## config.mk

```make
export PLATFORM = sky130hd
export DESIGN_NAME = uart_core
export DESIGN_NICKNAME = d
export VERILOG_FILES = /design/src/rtl/uart_pkg.sv /design/src/rtl/uart_bit_timer.sv /design/src/rtl/uart_core.sv
export SDC_FILE = /design/constraint.sdc
export NUM_CORES = 1
export LEC_CHECK = 0
export ABC_AREA = 1
export BUFFER_PORTS_ARGS = -buffer_cell sky130_fd_sc_hd__buf_2
export CORE_UTILIZATION = 50
export DETAILED_ROUTE_END_ITERATION = 10
export PLACE_DENSITY = 0.76
export SLEW_MARGIN = 20
export SYNTH_ARGS = -nofsm -noshare
export SYNTH_HDL_FRONTEND = slang
export SYNTH_SLANG_ARGS = --single-unit
```

## constraint.sdc

```tcl
create_clock -name i_clk -period 2.9 [get_ports i_clk]
set_input_delay 0.29 -clock i_clk [delete_from_list [all_inputs] [get_ports i_clk]]
set_output_delay 0.29 -clock i_clk [all_outputs]
set_load 0.02 [all_outputs]
```

## src/rtl/uart_pkg.sv

```systemverilog
// Shared defaults and state encodings for the UART core and its bit timer.
package uart_pkg;

    localparam int unsigned WIDTH_DATA_DEF = 8;
    localparam int unsigned NB_STOP_DEF    = 2;
    localparam int unsigned CLK_SIZE_DEF   = 434;
    localparam int unsigned WIDTH_CLK_DEF  = 9;

    typedef enum logic [1:0] {
        TX_IDLE  = 2'd0,
        TX_START = 2'd1,
        TX_DATA  = 2'd2,
        TX_STOP  = 2'd3
    } tx_state_e;

    typedef enum logic [1:0] {
        RX_IDLE  = 2'd0,
        RX_START = 2'd1,
        RX_DATA  = 2'd2,
        RX_STOP  = 2'd3
    } rx_state_e;

endpackage

```

## src/rtl/uart_bit_timer.sv

```systemverilog
// Free-running bit-period counter with restart; emits registered ticks on the
// last cycle of a bit, the half-bit point and the second-to-last cycle.
module uart_bit_timer #(
    parameter int unsigned CLK_SIZE  = 434,
    parameter int unsigned WIDTH_CLK = 9
) (
    input  logic clk_i,
    input  logic rst_i,
    input  logic restart_i,
    output logic full_o,
    output logic half_o,
    output logic near_o
);

    localparam logic [WIDTH_CLK-1:0] CNT_LAST = WIDTH_CLK'(CLK_SIZE - 1);
    localparam logic [WIDTH_CLK-1:0] CNT_HALF = WIDTH_CLK'(CLK_SIZE / 2 - 1);
    localparam logic [WIDTH_CLK-1:0] CNT_NEAR = WIDTH_CLK'(CLK_SIZE - 2);

    logic [WIDTH_CLK-1:0] cnt_q;
    logic [WIDTH_CLK-1:0] cnt_d;
    logic                 full_q;
    logic                 half_q;
    logic                 near_q;

    always_comb begin
        cnt_d = cnt_q + WIDTH_CLK'(1);
        if (restart_i || (cnt_q == CNT_LAST)) begin
            cnt_d = '0;
        end
    end

    // Ticks are derived from the next count so they line up with cnt_q.
    always_ff @(posedge clk_i) begin
        if (rst_i) begin
            cnt_q  <= '0;
            full_q <= 1'b0;
            half_q <= 1'b0;
            near_q <= 1'b0;
        end else begin
            cnt_q  <= cnt_d;
            full_q <= (cnt_d == CNT_LAST);
            half_q <= (cnt_d == CNT_HALF);
            near_q <= (cnt_d == CNT_NEAR);
        end
    end

    assign full_o = full_q;
    assign half_o = half_q;
    assign near_o = near_q;

endmodule

```

## src/rtl/uart_core.sv

```systemverilog
// Full-duplex UART: 8N2-style transmitter with back-to-back support and a
// mid-bit sampling receiver with glitch rejection, framing check and overrun.
module uart_core
    import uart_pkg::*;
#(
    parameter int unsigned WIDTH_DATA = WIDTH_DATA_DEF,
    parameter int unsigned NB_STOP    = NB_STOP_DEF,
    parameter int unsigned CLK_SIZE   = CLK_SIZE_DEF,
    parameter int unsigned WIDTH_CLK  = WIDTH_CLK_DEF
) (
    input  logic                  i_clk,
    input  logic                  i_rst,
    input  logic                  i_rx,
    output logic                  o_tx,
    input  logic [WIDTH_DATA-1:0] i_data,
    input  logic                  i_we,
    output logic                  o_mty,
    output logic [WIDTH_DATA-1:0] o_data,
    output logic                  o_rdy,
    input  logic                  i_re
);

    localparam int unsigned      W_IDX     = $clog2(WIDTH_DATA + 1);
    localparam logic [W_IDX-1:0] LAST_DATA = W_IDX'(WIDTH_DATA - 1);
    localparam logic [W_IDX-1:0] LAST_STOP = W_IDX'(NB_STOP - 1);

    tx_state_e             tx_state_q;
    logic [WIDTH_DATA-1:0] tx_shift_q;
    logic [W_IDX-1:0]      tx_idx_q;
    logic                  tx_q;
    logic                  mty_q;
    logic                  tx_restart_c;
    logic                  tx_full;
    logic                  tx_half;
    logic                  tx_near;

    rx_state_e             rx_state_q;
    logic                  rx_s1_q;
    logic                  rx_s2_q;
    logic                  rx_prev_q;
    logic [WIDTH_DATA-1:0] rx_shift_q;
    logic [W_IDX-1:0]      rx_idx_q;
    logic [WIDTH_DATA-1:0] data_q;
    logic                  rdy_q;
    logic                  rx_fall_c;
    logic                  rx_restart_c;
    logic                  rx_full;
    logic                  rx_half;
    logic                  rx_near;

    logic                  unused_ticks;

    assign unused_ticks = tx_half ^ rx_near;

    // ---------------- transmitter ----------------
    assign tx_restart_c = (tx_state_q == TX_IDLE) && i_we;

    uart_bit_timer #(
        .CLK_SIZE  (CLK_SIZE),
        .WIDTH_CLK (WIDTH_CLK)
    ) u_tx_timer (
        .clk_i     (i_clk),
        .rst_i     (i_rst),
        .restart_i (tx_restart_c),
        .full_o    (tx_full),
        .half_o    (tx_half),
        .near_o    (tx_near)
    );

    // The last stop bit hands over one cycle early so the idle cycle that
    // accepts the next write is itself the final cycle of that stop bit.
    always_ff @(posedge i_clk) begin
        if (i_rst) begin
            tx_state_q <= TX_IDLE;
            tx_shift_q <= '0;
            tx_idx_q   <= '0;
            tx_q       <= 1'b1;
            mty_q      <= 1'b1;
        end else begin
            case (tx_state_q)
                TX_IDLE: begin
                    if (i_we) begin
                        tx_shift_q <= i_data;
                        tx_q       <= 1'b0;
                        mty_q      <= 1'b0;
                        tx_state_q <= TX_START;
                    end
                end
                TX_START: begin
                    if (tx_full) begin
                        tx_q       <= tx_shift_q[0];
                        tx_shift_q <= tx_shift_q >> 1;
                        tx_idx_q   <= '0;
                        tx_state_q <= TX_DATA;
                    end
                end
                TX_DATA: begin
                    if (tx_full) begin
                        if (tx_idx_q == LAST_DATA) begin
                            tx_q       <= 1'b1;
                            tx_idx_q   <= '0;
                            tx_state_q <= TX_STOP;
                        end else begin
                            tx_q       <= tx_shift_q[0];
                            tx_shift_q <= tx_shift_q >> 1;
                            tx_idx_q   <= tx_idx_q + W_IDX'(1);
                        end
                    end
                end
                TX_STOP: begin
                    if (tx_idx_q == LAST_STOP) begin
                        if (tx_near) begin
                            mty_q      <= 1'b1;
                            tx_state_q <= TX_IDLE;
                        end
                    end else if (tx_full) begin
                        tx_idx_q <= tx_idx_q + W_IDX'(1);
                    end
                end
                default: tx_state_q <= TX_IDLE;
            endcase
        end
    end

    // ---------------- receiver ----------------
    always_ff @(posedge i_clk) begin
        if (i_rst) begin
            rx_s1_q   <= 1'b1;
            rx_s2_q   <= 1'b1;
            rx_prev_q <= 1'b1;
        end else begin
            rx_s1_q   <= i_rx;
            rx_s2_q   <= rx_s1_q;
            rx_prev_q <= rx_s2_q;
        end
    end

    // Edge detection also provides re-arming after a framing error: a line
    // still low gives no new falling edge until it has returned high.
    assign rx_fall_c    = rx_prev_q & ~rx_s2_q;
    assign rx_restart_c = ((rx_state_q == RX_IDLE) && rx_fall_c) ||
                          ((rx_state_q == RX_START) && rx_half);

    uart_bit_timer #(
        .CLK_SIZE  (CLK_SIZE),
        .WIDTH_CLK (WIDTH_CLK)
    ) u_rx_timer (
        .clk_i     (i_clk),
        .rst_i     (i_rst),
        .restart_i (rx_restart_c),
        .full_o    (rx_full),
        .half_o    (rx_half),
        .near_o    (rx_near)
    );

    // A completing byte takes precedence over a simultaneous read acknowledge.
    always_ff @(posedge i_clk) begin
        if (i_rst) begin
            rx_state_q <= RX_IDLE;
            rx_shift_q <= '0;
            rx_idx_q   <= '0;
            data_q     <= '0;
            rdy_q      <= 1'b0;
        end else begin
            if (i_re) begin
                rdy_q <= 1'b0;
            end
            case (rx_state_q)
                RX_IDLE: begin
                    if (rx_fall_c) begin
                        rx_state_q <= RX_START;
                    end
                end
                RX_START: begin
                    if (rx_half) begin
                        rx_idx_q   <= '0;
                        rx_state_q <= rx_s2_q ? RX_IDLE : RX_DATA;
                    end
                end
                RX_DATA: begin
                    if (rx_full) begin
                        rx_shift_q <= {rx_s2_q, rx_shift_q[WIDTH_DATA-1:1]};
                        if (rx_idx_q == LAST_DATA) begin
                            rx_state_q <= RX_STOP;
                        end else begin
                            rx_idx_q <= rx_idx_q + W_IDX'(1);
                        end
                    end
                end
                RX_STOP: begin
                    if (rx_full) begin
                        rx_state_q <= RX_IDLE;
                        if (rx_s2_q) begin
                            data_q <= rx_shift_q;
                            rdy_q  <= 1'b1;
                        end
                    end
                end
                default: rx_state_q <= RX_IDLE;
            endcase
        end
    end

    assign o_tx   = tx_q;
    assign o_mty  = mty_q;
    assign o_data = data_q;
    assign o_rdy  = rdy_q;

endmodule

```

=== Word level (Yosys, flattened, before mapping) ===
Cells that the tools add are included.

* Add/sub/neg operators: 4
* Equal/unequal tests: 30
* Multiplexer cells: 43
* Bitwise operators: 2
* Reductions and logical operators: 21

{| class="wikitable"
|+ Operator list
! cell !! number
|-
| 9-bit == test, second input constant || 5
|-
| 4-bit two-way mux || 8
|-
| 8-bit two-way mux || 4
|-
| 2-bit two-way mux || 12
|-
| 8-bit case mux with 3 select lines || 1
|-
| 9-bit by 1-bit adder with 9-bit output, second input constant || 2
|-
| 9-bit two-way mux || 2
|-
| 2-bit inequality test, second input constant || 8
|-
| 2-bit case mux with 4 select lines || 2
|-
| 5-bit AND reduction || 3
|-
| 2-bit by 1-bit inequality test with 1-bit output, second input constant || 7
|-
| 4-bit case mux with 3 select lines || 1
|-
| 4-bit AND reduction || 3
|-
| 1-bit two-way mux || 10
|-
| 9-bit by 8-bit == test with 1-bit output, second input constant || 1
|-
| 4-bit by 1-bit adder with 4-bit output, second input constant || 2
|-
| 2-bit == test, second input constant || 4
|-
| 4-bit by 3-bit == test with 1-bit output, second input constant || 2
|-
| 4-bit case mux with 2 select lines || 1
|-
| 6-bit AND reduction || 1
|-
| 3-bit nonzero test || 2
|-
| 2-bit by 1-bit == test with 1-bit output, second input constant || 2
|-
| 4-bit by 1-bit == test with 1-bit output, second input constant || 1
|-
| 2-bit logical NOT || 2
|-
| 9 further kinds || 14
|}

* Register bits after elaboration: 64
* Bits of input ports: 13
* Output and inout bits: 11

=== Depth between registers and ports, before layout ===
* Word-level depth: 7
* Gate-level depth with buffers: 11
* Depth with buffers taken out: 11

=== Hierarchy ===
A second synthesis with hierarchy kept.

* Cells, all modules: 489
* Area total of the unflattened synthesis: 3390.8 µm²

{| class="wikitable"
|+ By module, submodules not included
! module !! instances !! cells an instance !! area an instance (µm²)
|-
| uart_core || 1 || 281 || 2011.9
|-
| uart_bit_timer || 2 || 104 || 689.4
|}

=== Least setup slack after synthesis ===
No wires, ideal clock.

* Kind: flip-flop to flip-flop
* From: register tx_state_q[0]
* To: register tx_idx_q[3]
* Arrival: 1433 ps
* Data required time: 2786 ps
* Slack: 1353 ps
* Stages on the path, launching flop included: 11
* Path buffers: 1
* Period minus slack after synthesis: 1547 ps
* Cells stage by stage: dfxtp_1 > inv_1 > ha_1 > buf_4 > inv_2 > a21oi_1 > nand2_1 > inv_2 > nand3_1 > nand2_1 > nor2_1

* Word-level cells in the longest chain between the ends: 3

{| class="wikitable"
|+ RTL lines
! what !! line !! RTL
|-
| start: declaration || uart_core.sv:27 || <nowiki>tx_state_e tx_state_q;</nowiki>
|-
| start signal: assignment || uart_core.sv:74 || <nowiki>tx_state_q <= TX_IDLE;</nowiki>
|-
| start signal: assignment || uart_core.sv:86 || <nowiki>tx_state_q <= TX_START;</nowiki>
|-
| start signal: assignment || uart_core.sv:94 || <nowiki>tx_state_q <= TX_DATA;</nowiki>
|-
| 2-bit == test or 2-bit by 1-bit == test with 1-bit output (tied branches) || uart_core.sv:80 || <nowiki>case (tx_state_q)</nowiki>
|-
| 2-bit by 1-bit inequality test with 1-bit output (no source line) (tied with other cells) || -- ||
|-
| 5-bit AND reduction (no source line) || -- ||
|-
| end signal: assignment || uart_core.sv:106 || <nowiki>tx_idx_q <= tx_idx_q + W_IDX'(1);</nowiki>
|-
| end signal: assignment || uart_core.sv:117 || <nowiki>tx_idx_q <= tx_idx_q + W_IDX'(1);</nowiki>
|-
| end: declaration || uart_core.sv:29 || <nowiki>logic [W_IDX-1:0] tx_idx_q;</nowiki>
|}

Several ways; a longest one is shown, not always the timed one.
A chain may end at the register's enable or synchronous reset.

=== Final worst setup path ===
* From: register tx_state_q[0]
* To: register tx_shift_q[0]

* Word-level cells in the longest chain between the ends: 3

{| class="wikitable"
|+ RTL lines
! what !! line !! RTL
|-
| 2-bit == test (tied with other cells) || uart_core.sv:80 ||
|-
| 2-bit inequality test (no source line) (tied with other cells) || -- ||
|-
| 5-bit AND reduction (no source line) || -- ||
|-
| end signal: assignment || uart_core.sv:83 || <nowiki>tx_shift_q <= i_data;</nowiki>
|-
| end signal: assignment || uart_core.sv:92 || <nowiki>tx_shift_q <= tx_shift_q >> 1;</nowiki>
|-
| end signal: assignment || uart_core.sv:105 || <nowiki>tx_shift_q <= tx_shift_q >> 1;</nowiki>
|-
| end: declaration || uart_core.sv:28 || <nowiki>logic [WIDTH_DATA-1:0] tx_shift_q;</nowiki>
|}

Several ways; a longest one is shown, not always the timed one.

==> results.py <==
metrics = {
    "timing": {
        "worstMarginPinSlew_ns": 0.3992,
        "setup-violations-final": 0,
        "skew_ns": 0.01404,
        "fin_crit_sh_pct": 65.41,
        "rsz0062_at_grt": "false",
        "finalCriticalPeriod_ns": 1.897,
        "relSlewSlack_pct": 73.31,
        "drv_slew": 0,
        "tns_ns": 0,
        "fmax_mhz": 527.2,
        "final_hold_viol_count": 0,
    },
    "finish": {
        "num_antenna_cells": 0,
        "multi_input_area_sq_um": 1610,
        "syn2layout_area_growth_pct": 12.03,
        "final_nets": 494,
        "fin_area_sq_um": 3507,
        "drive_gt1_share_pct": 15.22,
        "num-fill-cells": 571,
        "final_common_cell": "nand2_1",
        "regArea_sq_um": 1281,
        "finish.utilization_pct": 58.54,
        "final_cell_mix": "nand2_1, nor2_1, dfxtp_1, inv_1",
    },
    "floorplan": {
        "ioPinCount": 24,
        "fp.dieH_microns": 81.13,
        "initial_core_util_pct": 52.26,
        "num_rows": 28,
        "core_sq_um": 5991,
        "dieArea_sq_um": 6581,
        "die_x_microns": 81.13,
    },
    "placed_design": {
        "place_area_sq_um": 3307,
        "place_congestion": 0.8661,
        "hpwlAfterDp_mm": 4.400,
        "portBuffers": 23,
    },
    "worst_setup_path": {
        "start_kind": "flip-flop",
        "path_buf_inv": 2,
        "path_common_cell": "inv_1",
        "critPathSlowestCell": "dfxtp_1",
        "worstPathCellList": "inv_1 > ha_1 > nor2_2 > o21ai_2 > nor2_4 > inv_1 > o21ai_0 > a21oi_1",
        "crit_path_max_fanout": 14,
        "r2r-end": "tx_shift_q[0]$_SDFFE_PP0P_",
        "crit_required_ns": 3.12,
        "critical-path-top-delay-family": "simple AND/OR/NAND/NOR gates",
        "worstPathArrival_ns": 2.12,
        "rr_startpoint": "tx_state_q[0]$_SDFFE_PP0P_",
        "critPathCaptureType": "flip-flop",
        "crit_type": "reg2reg",
        "crit_path_max_incr_delay_ns": 0.38,
        "crit_cells": 8,
        "reg2reg_slack_ns": 1.00,
        "reg2reg_depth": 8,
    },
    "yosys": {
        "synth.mux.area_fraction_pct": 0,
        "synth-compound-area-share_pct": 11.23,
        "ys_ff_latch": 64,
        "syn_area_per_cell_sq_um": 7.099,
        "yosysSeqAreaShare_pct": 40.93,
        "synth_top_family_by_area": "simple AND/OR/NAND/NOR gates",
        "synth-simple-area-share_pct": 34.45,
        "synth_cell_types": 31,
        "synth_top_area_share_pct": 40.93,
        "synth_area_leaders": "dfxtp_1, nand2_1, nor2_1, ha_1, inv_1",
        "syn_inst": 441,
        "synth_area_sq_um": 3131,
        "synth-xor-area-share_pct": 0.5596,
        "synth_area_leader_cell": "dfxtp_1",
        "synthAdderAreaFrac_pct": 5.196,
        "syn-num-nets": 467,
        "yosysWarnings": 0,
    },
    "routing": {
        "wl_per_cell_microns": 11.12,
        "wl_mm": 6.095,
        "via_count": 2753,
        "via_per_inst": 5.024,
        "route.detailed.drc": 0,
        "drtPass1Iterations": 4,
        "drt_iter0_markers": 132,
        "ant_nets": 0,
    },
    "clock_network": {
        "clkSinkCount": 64,
        "ctsHoldBuffers": 0,
        "cts_buffers": 9,
        "clk_latency_ns": 0.35,
        "path_clk_slew_ns": 0.07,
        "postCtsSetupBuffers": 0,
        "cts_htree_levels": 3,
        "tritoncts": "done",
        "cts_root_buf": "clkbuf_8",
        "cts-resized-gates": 0,
        "cts_max_path_buffers": 2,
    },
    "global_route": {
        "grt_pass1_wl_mm": 10.44,
        "grt_util_met1_pct": 24.36,
        "antenna_found_initial": 0,
        "grt_pass1_vias": 2476,
        "grt_max_degree": 36,
        "top_usage_layer": "met2",
        "grtUsageMet3_pct": 5.955,
        "track_usage_pct": 20.70,
        "use_met2_pct": 34.54,
        "grt_remaining_overflow": 0,
    },
    "power_and_ir_drop": {
        "power.leakage_nw": 1.544,
        "power.density_nw_per_um2": 764.9,
        "vdd_ir_drop_max_mv": 0.4623,
    },
    "flow_run": {
        "cap_violations": 0,
    },
    "hold_path": {
        "hold_start": "i_rx",
        "holdPathEnd": "rx_s1_q$_SDFF_PP1_",
        "hold_depth": 2,
        "hp-class": "in2reg",
    },
    "run_status": {
        "status": "finished clean",
    },
}
[stage by stage]
| step | total power, mW | instances | worst slack [ns] | hold slack [ns] |
|---|---|---|---|---|
| final | 2.682 | 548 | 1.003 | 0.1343 |
| after detailed placement | 1.916 | 532 | 1.069 | 0.4242 |
| after global placement | 1.877 | 532 | 1.166 | 0.4348 |
| after floorplan | 1.764 | 441 | 1.353 | 0.3895 |
| after CTS | 2.698 | 548 | 1.036 | 0.1236 |
| after global routing | 2.872 | 548 | 0.8528 | 0.1241 |
[registers in the layout, summed over array words and instances, names as in the netlist, 2 cells and up, named ones only]
register          count
u_rx_timer.cnt_q      9
tx_state_q            2
u_tx_timer.cnt_q      9
o_data                8
tx_shift_q            8
tx_idx_q              4
rx_idx_q              4
rx_shift_q            8
[cell families (layout without fill, tap and decap cells)]
family,Yosys count,count (layout)
and+or+nand+nor,242,242
DFF,64,64
AOI/OAI and AO/OA,60,60
buffers and inverters,60,92
adders and majority gates,13,13
xor gates and xnor gates,2,2
[metal layers]
layer / up-vias / share of wire, % / wire [microns]
li1: 1474 / - / -
met1: 1211 / 49 / 2958
met2: 60 / 46 / 2775
met3: 8 / 4.5 / 275
met4: 0 / 1.4 / 85
met5: - / 0 / 0
[synthesized netlist by cell type]
master,instances
a21oi_1,14
inv_2,6
ha_1,13
nand4_1,9
nor3b_2,1
nand3_1,32
nand2_1,90
nor4_1,1
o21a_1,1
clkinv_1,2
nor2_2,6
o21bai_1,1
o21ai_1,2
nand2_4,1
inv_1,43
o21ai_0,32
dfxtp_1,64
nand3_2,2
buf_4,3
nor2_1,75
or2_2,3
xor2_1,2
o211a_1,6
o211ai_1,1
nor3_1,13
nor2_4,3
clkbuf_1,4
o21ai_2,2
buf_2,2
nand2_2,6
o21bai_2,1
[cell type report]
class,count,area share (%)
inverter,51,5.458
multi-input combinational,317,45.92
timing repair buffer,25,3.710
sequential,64,36.53
clock buffer,9,3.532
clock inverter,7,2.176
tap,75,2.676
[power breakdown]
group / total [mW] / internal (mW) / switching [mW]
Combinational: 0.837 / 0.294 / 0.544
Sequential: 1.07 / 0.988 / 0.0802
Clock: 0.777 / 0.404 / 0.373
Total: 2.68 / 1.69 / 0.997
[how the worst max path moves through the flow]
stage	end	slack [ns]	start
2_1_floorplan	tx_idx_q[3]$_SDFFE_PP0P_	1.35	tx_state_q[0]$_SDFFE_PP0P_
3_3_place_gp	tx_idx_q[3]$_SDFFE_PP0P_	1.17	tx_state_q[0]$_SDFFE_PP0P_
3_5_place_dp	tx_idx_q[1]$_SDFFE_PP0P_	1.07	tx_state_q[1]$_SDFFE_PP0P_
4_1_cts	tx_shift_q[0]$_SDFFE_PP0P_	1.04	tx_state_q[0]$_SDFFE_PP0P_
5_1_grt	tx_shift_q[0]$_SDFFE_PP0P_	0.85	tx_state_q[0]$_SDFFE_PP0P_
6_report	tx_shift_q[0]$_SDFFE_PP0P_	1.00	tx_state_q[0]$_SDFFE_PP0P_
[worst register-to-register path, stage by stage (launching register included)]
cell and delay [ns]:
dfxtp_1 0.38, inv_1 0.11, ha_1 0.29, nor2_2 0.22, o21ai_2 0.12, nor2_4 0.28, inv_1 0.12, o21ai_0 0.20
a21oi_1 0.06
(Power assumes the default switching activity.)
